--- src/rtl/cla_pkg.sv ---
// Shared types and helpers for the nibble-serial carry-lookahead adder.
package cla_pkg;

   localparam int NIB_W = 4;

   typedef enum logic [1:0] {
      IDLE = 2'd0,
      RUN  = 2'd1,
      DONE = 2'd2
   } cla_seq_state_t;

   function automatic int nib_count(input int width);
      return width / NIB_W;
   endfunction

endpackage

--- src/rtl/cla4_slice.sv ---
// Purely combinational 4-bit carry-lookahead adder slice: generate/propagate per
// bit, carries expanded from c0 so no carry ripples through sum logic.
module cla4_slice
   import cla_pkg::*;
(
   input  logic [NIB_W-1:0] a,
   input  logic [NIB_W-1:0] b,
   input  logic             c0,
   output logic [NIB_W-1:0] s,
   output logic             c4
);

   logic [NIB_W-1:0] g;
   logic [NIB_W-1:0] p;
   logic [NIB_W-1:0] c;

   always_comb begin
      g = a & b;
      p = a ^ b;
      c[0] = c0;
      c[1] = g[0] | (p[0] & c0);
      c[2] = g[1] | (p[1] & g[0]) | (p[1] & p[0] & c0);
      c[3] = g[2] | (p[2] & g[1]) | (p[2] & p[1] & g[0]) | (p[2] & p[1] & p[0] & c0);
      c4   = g[3] | (p[3] & g[2]) | (p[3] & p[2] & g[1]) | (p[3] & p[2] & p[1] & g[0])
           | (p[3] & p[2] & p[1] & p[0] & c0);
      s    = p ^ c;
   end

endmodule

--- src/rtl/cla_seq_adder_ctrl.sv ---
// Nibble-serial WIDTH-bit adder around a single cla4_slice, with valid/ready on
// both sides. Define CLA_SEQ_SUB_EN to add the op_sub port (a - b).
module cla_seq_adder_ctrl
   import cla_pkg::*;
#(
   parameter int WIDTH = 16
) (
   input  logic             clk,
   input  logic             rst,
   input  logic             in_valid,
   output logic             in_ready,
   input  logic [WIDTH-1:0] a,
   input  logic [WIDTH-1:0] b,
   input  logic             cin,
`ifdef CLA_SEQ_SUB_EN
   input  logic             op_sub,
`endif
   output logic             out_valid,
   input  logic             out_ready,
   output logic [WIDTH-1:0] sum,
   output logic             cout
);

   localparam int NIB   = nib_count(WIDTH);
   localparam int CNT_W = (NIB > 1) ? $clog2(NIB) : 1;

   if ((WIDTH % NIB_W) != 0 || WIDTH < NIB_W) begin : g_bad_width
      $error("cla_seq_adder_ctrl: WIDTH must be a multiple of 4 and at least 4");
   end

   cla_seq_state_t   state;
   cla_seq_state_t   state_next;
   logic [CNT_W-1:0] cnt;
   logic [WIDTH-1:0] op_a;
   logic [WIDTH-1:0] op_b;
   logic             carry;
   logic [WIDTH-1:0] sum_reg;
   logic             cout_reg;
   logic             out_valid_reg;
   logic             accept;
   logic             shift_en;
   logic             last_nib;
   logic             release_res;
   logic [NIB_W-1:0] slice_s;
   logic             slice_c4;
   logic [WIDTH+NIB_W-1:0] sum_shift;
   logic [WIDTH-1:0] b_load;
   logic             carry_load;

   cla4_slice u_slice (
      .a  (op_a[NIB_W-1:0]),
      .b  (op_b[NIB_W-1:0]),
      .c0 (carry),
      .s  (slice_s),
      .c4 (slice_c4)
   );

   always_ff @(posedge clk) begin
      if (rst) state <= IDLE;
      else     state <= state_next;
   end

   always_comb begin
      state_next = state;
      case (state)
         IDLE:    if (accept)      state_next = RUN;
         RUN:     if (last_nib)    state_next = DONE;
         DONE:    if (release_res) state_next = IDLE;
         default: state_next = IDLE;
      endcase
   end

   always_comb begin
      in_ready    = (state == IDLE) & ~rst;
      accept      = in_valid & in_ready;
      shift_en    = (state == RUN);
      last_nib    = shift_en && (cnt == CNT_W'(NIB - 1));
      release_res = (state == DONE) & out_ready;
   end

   // Subtraction reuses the adder as a + ~b + 1; cin is ignored in that mode.
   always_comb begin
`ifdef CLA_SEQ_SUB_EN
      b_load     = op_sub ? ~b : b;
      carry_load = op_sub ? 1'b1 : cin;
`else
      b_load     = b;
      carry_load = cin;
`endif
      sum_shift  = {slice_s, sum_reg};
   end

   // Each slice nibble enters at the MSB end so nibble 0 lands at the bottom
   // after NIB shifts.
   always_ff @(posedge clk) begin
      if (rst) begin
         cnt           <= '0;
         op_a          <= '0;
         op_b          <= '0;
         carry         <= 1'b0;
         sum_reg       <= '0;
         cout_reg      <= 1'b0;
         out_valid_reg <= 1'b0;
      end else if (accept) begin
         op_a  <= a;
         op_b  <= b_load;
         carry <= carry_load;
         cnt   <= '0;
      end else if (shift_en) begin
         op_a    <= op_a >> NIB_W;
         op_b    <= op_b >> NIB_W;
         carry   <= slice_c4;
         cnt     <= cnt + 1'b1;
         sum_reg <= sum_shift[WIDTH+NIB_W-1:NIB_W];
         if (last_nib) begin
            cout_reg      <= slice_c4;
            out_valid_reg <= 1'b1;
         end
      end else if (release_res) begin
         out_valid_reg <= 1'b0;
      end
   end

   assign out_valid = out_valid_reg;
   assign sum       = sum_reg;
   assign cout      = cout_reg;

endmodule
--- config.mk ---
export PLATFORM = sky130hd
export DESIGN_NAME = cla_seq_adder_ctrl
export DESIGN_NICKNAME = d
export VERILOG_FILES = /design/src/rtl/cla_pkg.sv /design/src/rtl/cla4_slice.sv /design/src/rtl/cla_seq_adder_ctrl.sv
export SDC_FILE = /design/constraint.sdc
export NUM_CORES = 1
export LEC_CHECK = 0
export CORE_MARGIN = 3
export CORE_UTILIZATION = 35
export DETAILED_ROUTE_END_ITERATION = 7
export DONT_BUFFER_PORTS = 1
export MAX_ROUTING_LAYER = met4
export PLACE_DENSITY = 0.5
export SLEW_MARGIN = 0
export SYNTH_ARGS = -nofsm -noshare
export SYNTH_HDL_FRONTEND = slang
export SYNTH_HIERARCHICAL = 1
export SYNTH_SLANG_ARGS = --single-unit
--- constraint.sdc ---
create_clock -name clk -period 1.5 [get_ports clk]
set_input_delay 0.225 -clock clk [delete_from_list [all_inputs] [get_ports clk]]
set_output_delay 0.225 -clock clk [all_outputs]
set_load 0.02 [all_outputs]
==> results.cfg, run 1 <==
[outcome]
outcome = complete, but fails checks
violations = hold timing

[setup_path]
crit_path_max_fanout = 2
crit_chain = ha_4 -> a21o_1 -> a31o_1 -> a21o_1 -> a21oi_2 -> a211oi_2
worst-path-buf-inv = 0
cp-end-kind = register
arrival_ps = 1650
crit_required_ps = 1710
path_class = register to register
cpLargestDelayFamily = compound AO/OA/AOI/OAI gates
start_kind = register
critPathSlowestCell = dfxtp_2
max_stage_delay_ps = 350
path_common_cell = a21o_1

[timing]
clock_skew_ps = 8.541
slew_viol_final = 0
setup_violations = 0
period_needed_ps = 1443
setup_tns_ps = 0
min_period_over_period_pct = 96.19
holdWs_ps = -24.59
worst_pin_slew_ps = 369.0
fmax_ghz = 0.6930
finalHoldViolations = 33
relSlewSlack_pct = 74.76

[synth]
synth_top_family_by_area = simple AND/OR/NAND/NOR gates
synth_compound_area_share_pct = 23.02
yosysTopAreaCellShare_pct = 40.11
synth_cell_types = 32
synth_xor_area_share_pct = 1.276
synth_seq_cells = 55
yosys-mux-area-fraction_pct = 0.3646
synth.area.top_cells = dfxtp_1 40%, nand2_1 9.2%, a211oi_2 9.1%, nor2_4 9.0%, a21oi_1 8.2%
synth.avg_cell_area_um2 = 9.369
synth_fp_nets = 336
ys_seq_area_share_pct = 40.11
synth_cells = 293
yosysTopAreaCell = dfxtp_1
ys_warn_count = 6
synth-adder-area-share_pct = 3.008
synth-simple-area-share_pct = 24.84
syn_area_um2 = 2745

[finish]
num-fill-cells = 753
area_delta_synth_final_pct = 12.49
drive_gt1_share_pct = 33.22
n_antenna_cell = 0
multi_input_area_um2 = 1494
layout.cells.non_filler = 391
fin_nets = 334
regArea_um2 = 1107

[clocking]
numCtsBuffers = 5
cts_tree = done
cts.sinks = 55
cts_buffer_depth = 2
clkTransAtPathRegs_ps = 100
htreeDepth = 2
clk_latency_ps = 310
root_buffer = clkbuf_8

[place]
routabilityCongestion = 0.7427
port-buffer-count = 0
dp.cells = 380
dpl.hpwl_um = 3785

[floorplanning]
dieArea_um2 = 8942
die_w_um = 94.56
row_count = 31
ios = 56
initial_utilization_pct = 36.86
core-area_um2 = 7447
fp.dieH_um = 94.56

[global_route]
grt_overflow_total = 0
grt_pass1_wl_um = 9459
track_usage_pct = 13.83
grt_pass1_vias = 1900
grt_max_degree = 59
antenna_found_initial = 0

[routing]
vias = 1940
ant_nets = 0
drt_drc_violations_left = 0
drt-initial-drc-count = 103
wl_per_cell_um = 14.72
routed_wl_um = 5757
vias_per_cell = 4.962
dr.pass1.iters = 4

[power_and_ir_drop]
vdd_ir_drop_max_mv = 0.4420
p_leak_nw = 1.009
p_total_w = 0.003179
power_density_nw_per_um2 = 1029

[hold_path]
hold_path_class = input pin to register

[job]
cap_violations = 0
-- layout make-up --
type,instances,area share [%]
clock inverter,3,2.188
sequential,55,35.86
inverter,4,0.4862
tap,99,4.011
multi-input combinational,208,48.38
timing repair buffer,17,6.848
clock buffer,5,2.229
-- cells in the mapped netlist (all sizes together) --
| cell | n |
|---|---|
| a2111oi | 1 |
| a211oi | 25 |
| a21o | 3 |
| a21oi | 53 |
| a2bb2oi | 1 |
| a31o | 1 |
| buf | 17 |
| clkbuf | 9 |
| dfxtp | 55 |
| fa | 1 |
| ha | 5 |
| inv | 4 |
| mux2i | 1 |
| nand2 | 67 |
| nand2b | 2 |
| nand3 | 9 |
| nand3b | 1 |
| nor2 | 28 |
| nor2b | 1 |
| nor3 | 3 |
| nor4b | 1 |
| or4b | 1 |
| xnor2 | 3 |
| xor2 | 1 |
-- what timing repair did --
item                       CTS  global route
gates resized for setup      5             5
cloned                       0             1
setup buffers                0             2
hold endpoints to repair    55            55
pin swaps                    4             5
setup endpoints to repair    2            11
-- worst register-to-register path, cell delays in order (launching register included) --
cell,delay [ps]
dfxtp_2,350
ha_4,230
a21o_1,170
a31o_1,200
a21o_1,190
a21oi_2,130
a211oi_2,70
-- where the power goes --
group	leakage (nW)	internal (W)	total (W)	switching (W)
Clock	0.0644	0.000666	0.00116	0.000497
Combinational	0.495	0.000195	0.000420	0.000225
Sequential	0.450	0.00153	0.00160	0.0000622
-- cell usage in the layout, fill, tap and decap left out, types with 2 or more instances in the layout --
cell / instances
a211oi_1: 4
a211oi_2: 21
a21o_1: 3
a21oi_1: 44
a21oi_2: 9
buf_12: 5
buf_4: 10
bufinv_16: 2
clkbuf_8: 5
dfxtp_1: 50
dfxtp_2: 5
ha_1: 3
ha_4: 2
inv_1: 4
nand2_1: 67
nand3_2: 8
nor2_1: 6
nor2_4: 22
nor3_1: 2
xnor2_1: 3
-- kinds of logic after synthesis --
group,after synthesis
buffers and inverters,30
adders and majority gates,6
DFF,55
AOI/OAI and AO/OA,84
and+or+nand+nor,113
xor gates and xnor gates,4
muxes,1
-- routing by layer --
layer	up-vias	part of all wire (%)	wire [µm]	global-route usage, %
met5	-	0	0	-
met4	0	0.76	44	3.606
met3	5	7.4	427	4.701
met2	46	45	2597	20.04
met1	903	47	2687	18.45
li1	986	-	-	-
-- path summary, 6_finish.rpt --
path,cells after the start,slack [ps],from,to
worst max register to register,6,60,op_a[0],carry
worst min register to register,2,450,op_b[8],op_b[4]
worst max-delay path,6,60,op_a[0],carry
worst min-delay path,1,-20,rst,state[1]
-- metrics by stage --
step | setup slack, ps | util (%) | instance area, µm²
2_1_floorplan | 10.31 | - | 2749
3_3_place_gp | 5.778 | 38.49 | 2867
3_5_place_dp | -22.96 | 38.49 | 2867
4_1_cts | 9.008 | 40.71 | 3032
5_1_grt | -9.172 | 41.47 | 3088
6_report | 57.08 | 41.47 | 3088
No activity file was read; power rests on OpenSTA's default activity.
==> run 2: changes to the inputs <==
- BUFFER_PORTS_ARGS: not set -> -buffer_cell sky130_fd_sc_hd__buf_2
- CORE_MARGIN: 3 -> not set
- DONT_BUFFER_PORTS: 1 -> not set
- PLACE_DENSITY: 0.5 -> 0.56
==> run 2 against run 1 <==
The run now ends clean. Routed wire length is 3.2% higher. Global-route usage is 0.92 points higher. Clock power is 28% lower. Critical endpoint unchanged. Die area is 8.3% lower. Register-to-register slack hardly changed. Clock-buffer cell count stayed put. Largest cell class unchanged. Total power is 6.8% lower.
==> results.cfg, run 2 (synthesized netlist as in run 1, its figures left out) <==
[finish]
fin_nets = 389
drive_gt1_share_pct = 42.94
num-fill-cells = 751
layout_commonest_cell = nand2_1
final_area_um2 = 3316
n_antenna_cell = 0
layout_common_cells = 67 x nand2_1, 55 x buf_2, 51 x dfxtp_1, 44 x a21oi_1, 22 x nor2_4
layout.cells.non_filler = 446
area_delta_synth_final_pct = 20.78

[global_route]
grt_pass1_vias = 2034
grt_pass1_wl_um = 9584
antenna_found_initial = 0
grt_max_degree = 57
track_usage_pct = 14.75
grt_overflow_total = 0

[floorplanning]
initial_utilization_pct = 37.05
row_count = 31
dieArea_um2 = 8201
die_w_um = 90.56
fp.dieH_um = 90.56
ios = 56
core-area_um2 = 7408

[hold_path]
min_path_cells = 3
min_from = a[15]
min_to = op_a[15]
hold_path_class = input pin to register

[timing]
finalHoldViolations = 0
relSlewSlack_pct = 73.27
period_needed_ps = 1446
clock_skew_ps = 12.51
slew_viol_final = 0
min_period_over_period_pct = 96.41
worst_pin_slew_ps = 390.8
rsz0062_at_grt = yes
setup_violations = 0
finalWorstSetupSlack_ps = 53.81
fmax_ghz = 0.6915

[setup_path]
start_kind = register
path_class = register to register
crit_required_ps = 1690
arrival_ps = 1640
r2r-start = op_b[0]
max_stage_delay_ps = 350
cp_num_cells = 6
cp-end-kind = register
r2r_slack_ps = 50
cpLargestDelayFamily = compound AO/OA/AOI/OAI gates
worst-path-buf-inv = 0
reg2reg_to = carry
critPathSlowestCell = dfxtp_2
crit_path_max_fanout = 2
path_common_cell = a21o_1
crit_chain = ha_4 -> a21o_1 -> a31o_1 -> a21o_1 -> a21oi_2 -> a211oi_2
reg2reg_depth = 6

[clocking]
cts_buffer_depth = 2
clkTransAtPathRegs_ps = 110
cts_tree = done
root_buffer = clkbuf_8
postCtsHoldBufs = 0
cts.sinks = 55
htreeDepth = 2
clk_latency_ps = 310
numCtsBuffers = 5

[power_and_ir_drop]
p_total_w = 0.002962
vdd_ir_drop_max_mv = 0.3675
power_density_nw_per_um2 = 893.3
p_leak_nw = 1.238

[place]
port-buffer-count = 55
dp.cells = 436
dpl.hpwl_um = 3780
dpl_cell_area_um2 = 3162
pre_cts_slack_ps = -23.96
routabilityCongestion = 0.7436

[routing]
drt-initial-drc-count = 109
routed_wl_um = 5942
vias = 2121
wl_per_cell_um = 13.32
vias_per_cell = 4.756
ant_nets = 0
drt_drc_violations_left = 0
dr.pass1.iters = 4

[outcome]
outcome = finished, final reports clean

[job]
cap_violations = 0
[run 2: how the worst max path moves through the flow]
stage,from,to
6_report,op_b[0],carry
5_1_grt,op_b[0],carry
4_1_cts,op_b[0],carry
3_5_place_dp,op_a[0],carry
3_3_place_gp,op_a[0],carry
2_1_floorplan,op_a[0],carry
[run 2: repair_timing]
action                     in CTS  in global routing
pin swaps                       6                  4
cloned                          0                  1
setup buffers                   0                  1
setup endpoints to repair       2                  5
gates resized for setup         3                  3
hold endpoints to repair        0                  0
[run 2: metal layers]
| metal | vias up | global-route usage, % | part of all wire [%] |
|---|---|---|---|
| met4 | 0 | 3.629 | 0.74 |
| met2 | 46 | 22.66 | 45 |
| li1 | 1094 | - | - |
| met5 | - | - | 0 |
| met1 | 976 | 19.65 | 50 |
| met3 | 5 | 3.199 | 4.3 |
[run 2: metrics by stage]
step	TNS (ps)	utilization (%)	hold WS, ps
4_1_cts	-15.98	44.11	128.9
3_3_place_gp	0	42.68	439.4
2_1_floorplan	0	-	369.7
6_report	0	44.76	141.5
3_5_place_dp	-23.96	42.68	444.7
5_1_grt	-16.60	44.76	142.0
[run 2: report_power, final]
part | leakage (nW) | switching (W) | internal (W) | total [W]
clock network | 0.0485 | 0.000502 | 0.000336 | 0.000838
logic | 0.739 | 0.000308 | 0.000236 | 0.000544
registers | 0.450 | 0.0000458 | 0.00153 | 0.00158
total | 1.24 | 0.000856 | 0.00211 | 0.00296
[run 2: tightest hold or removal path, cell delays in order]
cell     delay (ps)
buf_2            90
nand2_1          60
a21oi_2          40
[run 2: layout make-up]
cell class	count	area, µm²	share of cell area (%)
Tap cell	99	123.9	3.736
Sequential cell	55	1106	33.36
Timing Repair Buffer	72	495.5	14.94
Inverter	4	15.01	0.4528
Clock buffer	5	68.82	2.075
Multi-Input combinational cell	208	1484	44.75
Clock inverter	3	22.52	0.6792
==> run 3: changes to the inputs <==
- RECOVER_POWER: not set -> 25
==> run 3 against run 2 <==
Non-clock buffer count did not move. Cell count did not move. First-iteration DRC count fell by 12%. Maximum frequency fell by 0.28%. Global-route usage did not move. Worst hold slack improved by 1.1 ps. Sequential cell count did not move. Critical path depth did not move. Critical path type unchanged. Largest cell class unchanged. Largest power group unchanged. Highest routed layer unchanged.
==> results.cfg, run 3 (synthesized netlist as in run 1, its figures left out) <==
[setup_path]
start_kind = register
path_class = register to register
crit_path_max_fanout = 2
cpLargestDelayFamily = compound AO/OA/AOI/OAI gates
critPathSlowestCell = dfxtp_2
arrival_ps = 1640
cp-end-kind = register
max_stage_delay_ps = 350
crit_chain = ha_4 -> a21o_1 -> a31o_1 -> a21o_1 -> a21oi_2 -> a211oi_2
crit_required_ps = 1690
worst-path-buf-inv = 0
path_common_cell = a21o_1

[timing]
fmax_ghz = 0.6895
period_needed_ps = 1450
finalWorstSetupSlack_ps = 49.69
setup_tns_ps = 0
worst_pin_slew_ps = 389.0
holdWs_ps = 142.6
relSlewSlack_pct = 73.39
slew_viol_final = 0
min_period_over_period_pct = 96.69
rsz0062_at_grt = yes
clock_skew_ps = 13.12
finalHoldViolations = 0
setup_violations = 0

[global_route]
grt_use_met1_pct = 19.65
antenna_found_initial = 0
grt_overflow_total = 0
grt_max_degree = 57
busiest_layer = met2
grt_pass1_vias = 2034
grt_pass1_wl_um = 9584
grtUsageMet3_pct = 3.199
grt_util_met2_pct = 22.66
track_usage_pct = 14.75

[routing]
drt-initial-drc-count = 96
vias_per_cell = 4.767
dr.pass1.iters = 4
drt_drc_violations_left = 0
routed_wl_um = 5946
ant_nets = 0
wl_per_cell_um = 13.33
vias = 2126

[clocking]
cts_tree = done
numCtsBuffers = 5
root_buffer = clkbuf_8
htreeDepth = 2
postCtsHoldBufs = 0
cts_buffer_depth = 2
clk_latency_ps = 310
clkTransAtPathRegs_ps = 110
cts.sinks = 55

[power_and_ir_drop]
power_density_nw_per_um2 = 898.7
vdd_ir_drop_max_mv = 0.3675
p_leak_nw = 1.168

[place]
port-buffer-count = 55
routabilityCongestion = 0.7436
pre_cts_slack_ps = -23.96
dp.cells = 436
dpl.hpwl_um = 3780

[finish]
layout_common_cells = 67 x nand2_1, 51 x dfxtp_1, 44 x a21oi_1, 40 x buf_2, 22 x nor2_4
final_util_pct = 44.45
num-fill-cells = 758
drive_gt1_share_pct = 38.33
regArea_um2 = 1106
layout.cells.non_filler = 446
area_delta_synth_final_pct = 19.96
multi_input_area_um2 = 1484
layout_commonest_cell = nand2_1
fin_nets = 389
n_antenna_cell = 0

[hold_path]
hold_path_class = input pin to register

[floorplanning]
initial_utilization_pct = 37.05
dieArea_um2 = 8201
die_w_um = 90.56
ios = 56
core-area_um2 = 7408
fp.dieH_um = 90.56
row_count = 31

[job]
cap_violations = 0

[outcome]
outcome = finished, final reports clean
-- run 3: area by class of cell --
type / instances / share of cell area (%)
inverters: 4 / 0.4559
well taps: 99 / 3.761
flip-flops and latches: 55 / 33.59
clock buffers: 5 / 2.090
repair buffers: 72 / 14.36
multi-input cells: 208 / 45.06
clock inverters: 3 / 0.6839
-- run 3: final timing paths --
kind	slack (ps)	startpoint	endpoint	depth (start not counted)
worst min register to register	460	sum[1]	sum[1]	2
worst max register to register	50	op_b[0]	carry	6
worst min-delay path	140	a[15]	op_a[15]	3
worst max-delay path	50	op_b[0]	carry	6
-- run 3: stage by stage --
stage / area, µm² / total power, W
floorplan: 2749 / 0.001962
global route: 3293 / 0.003137
finish: 3293 / 0.002960
global placement: 3162 / 0.002134
detailed placement: 3162 / 0.002141
CTS: 3268 / 0.002998
-- run 3: repair_timing --
action,CTS,global route
hold endpoints to repair,0,0
pin swaps,6,4
setup buffers,0,1
gates resized for setup,3,3
cloned,0,1
endpoints found under the setup margin,2,5
-- run 3: worst min-delay path, cell delays in order --
cell and delay (ps):
buf_2 90, nand2_1 60, a21oi_2 40
-- run 3: metal layers --
| metal | part of all wire [%] | vias to the layer above |
|---|---|---|
| li1 | - | 1096 |
| met2 | 45 | 40 |
| met1 | 50 | 985 |
| met4 | 0.74 | 0 |
| met3 | 3.6 | 5 |
| met5 | 0 | - |
-- run 3: power breakdown --
| part | internal, W | total (W) | switching (W) |
|---|---|---|---|
| Sequential | 0.00153 | 0.00158 | 0.0000460 |
| Clock | 0.000336 | 0.000839 | 0.000503 |
| Combinational | 0.000233 | 0.000541 | 0.000308 |
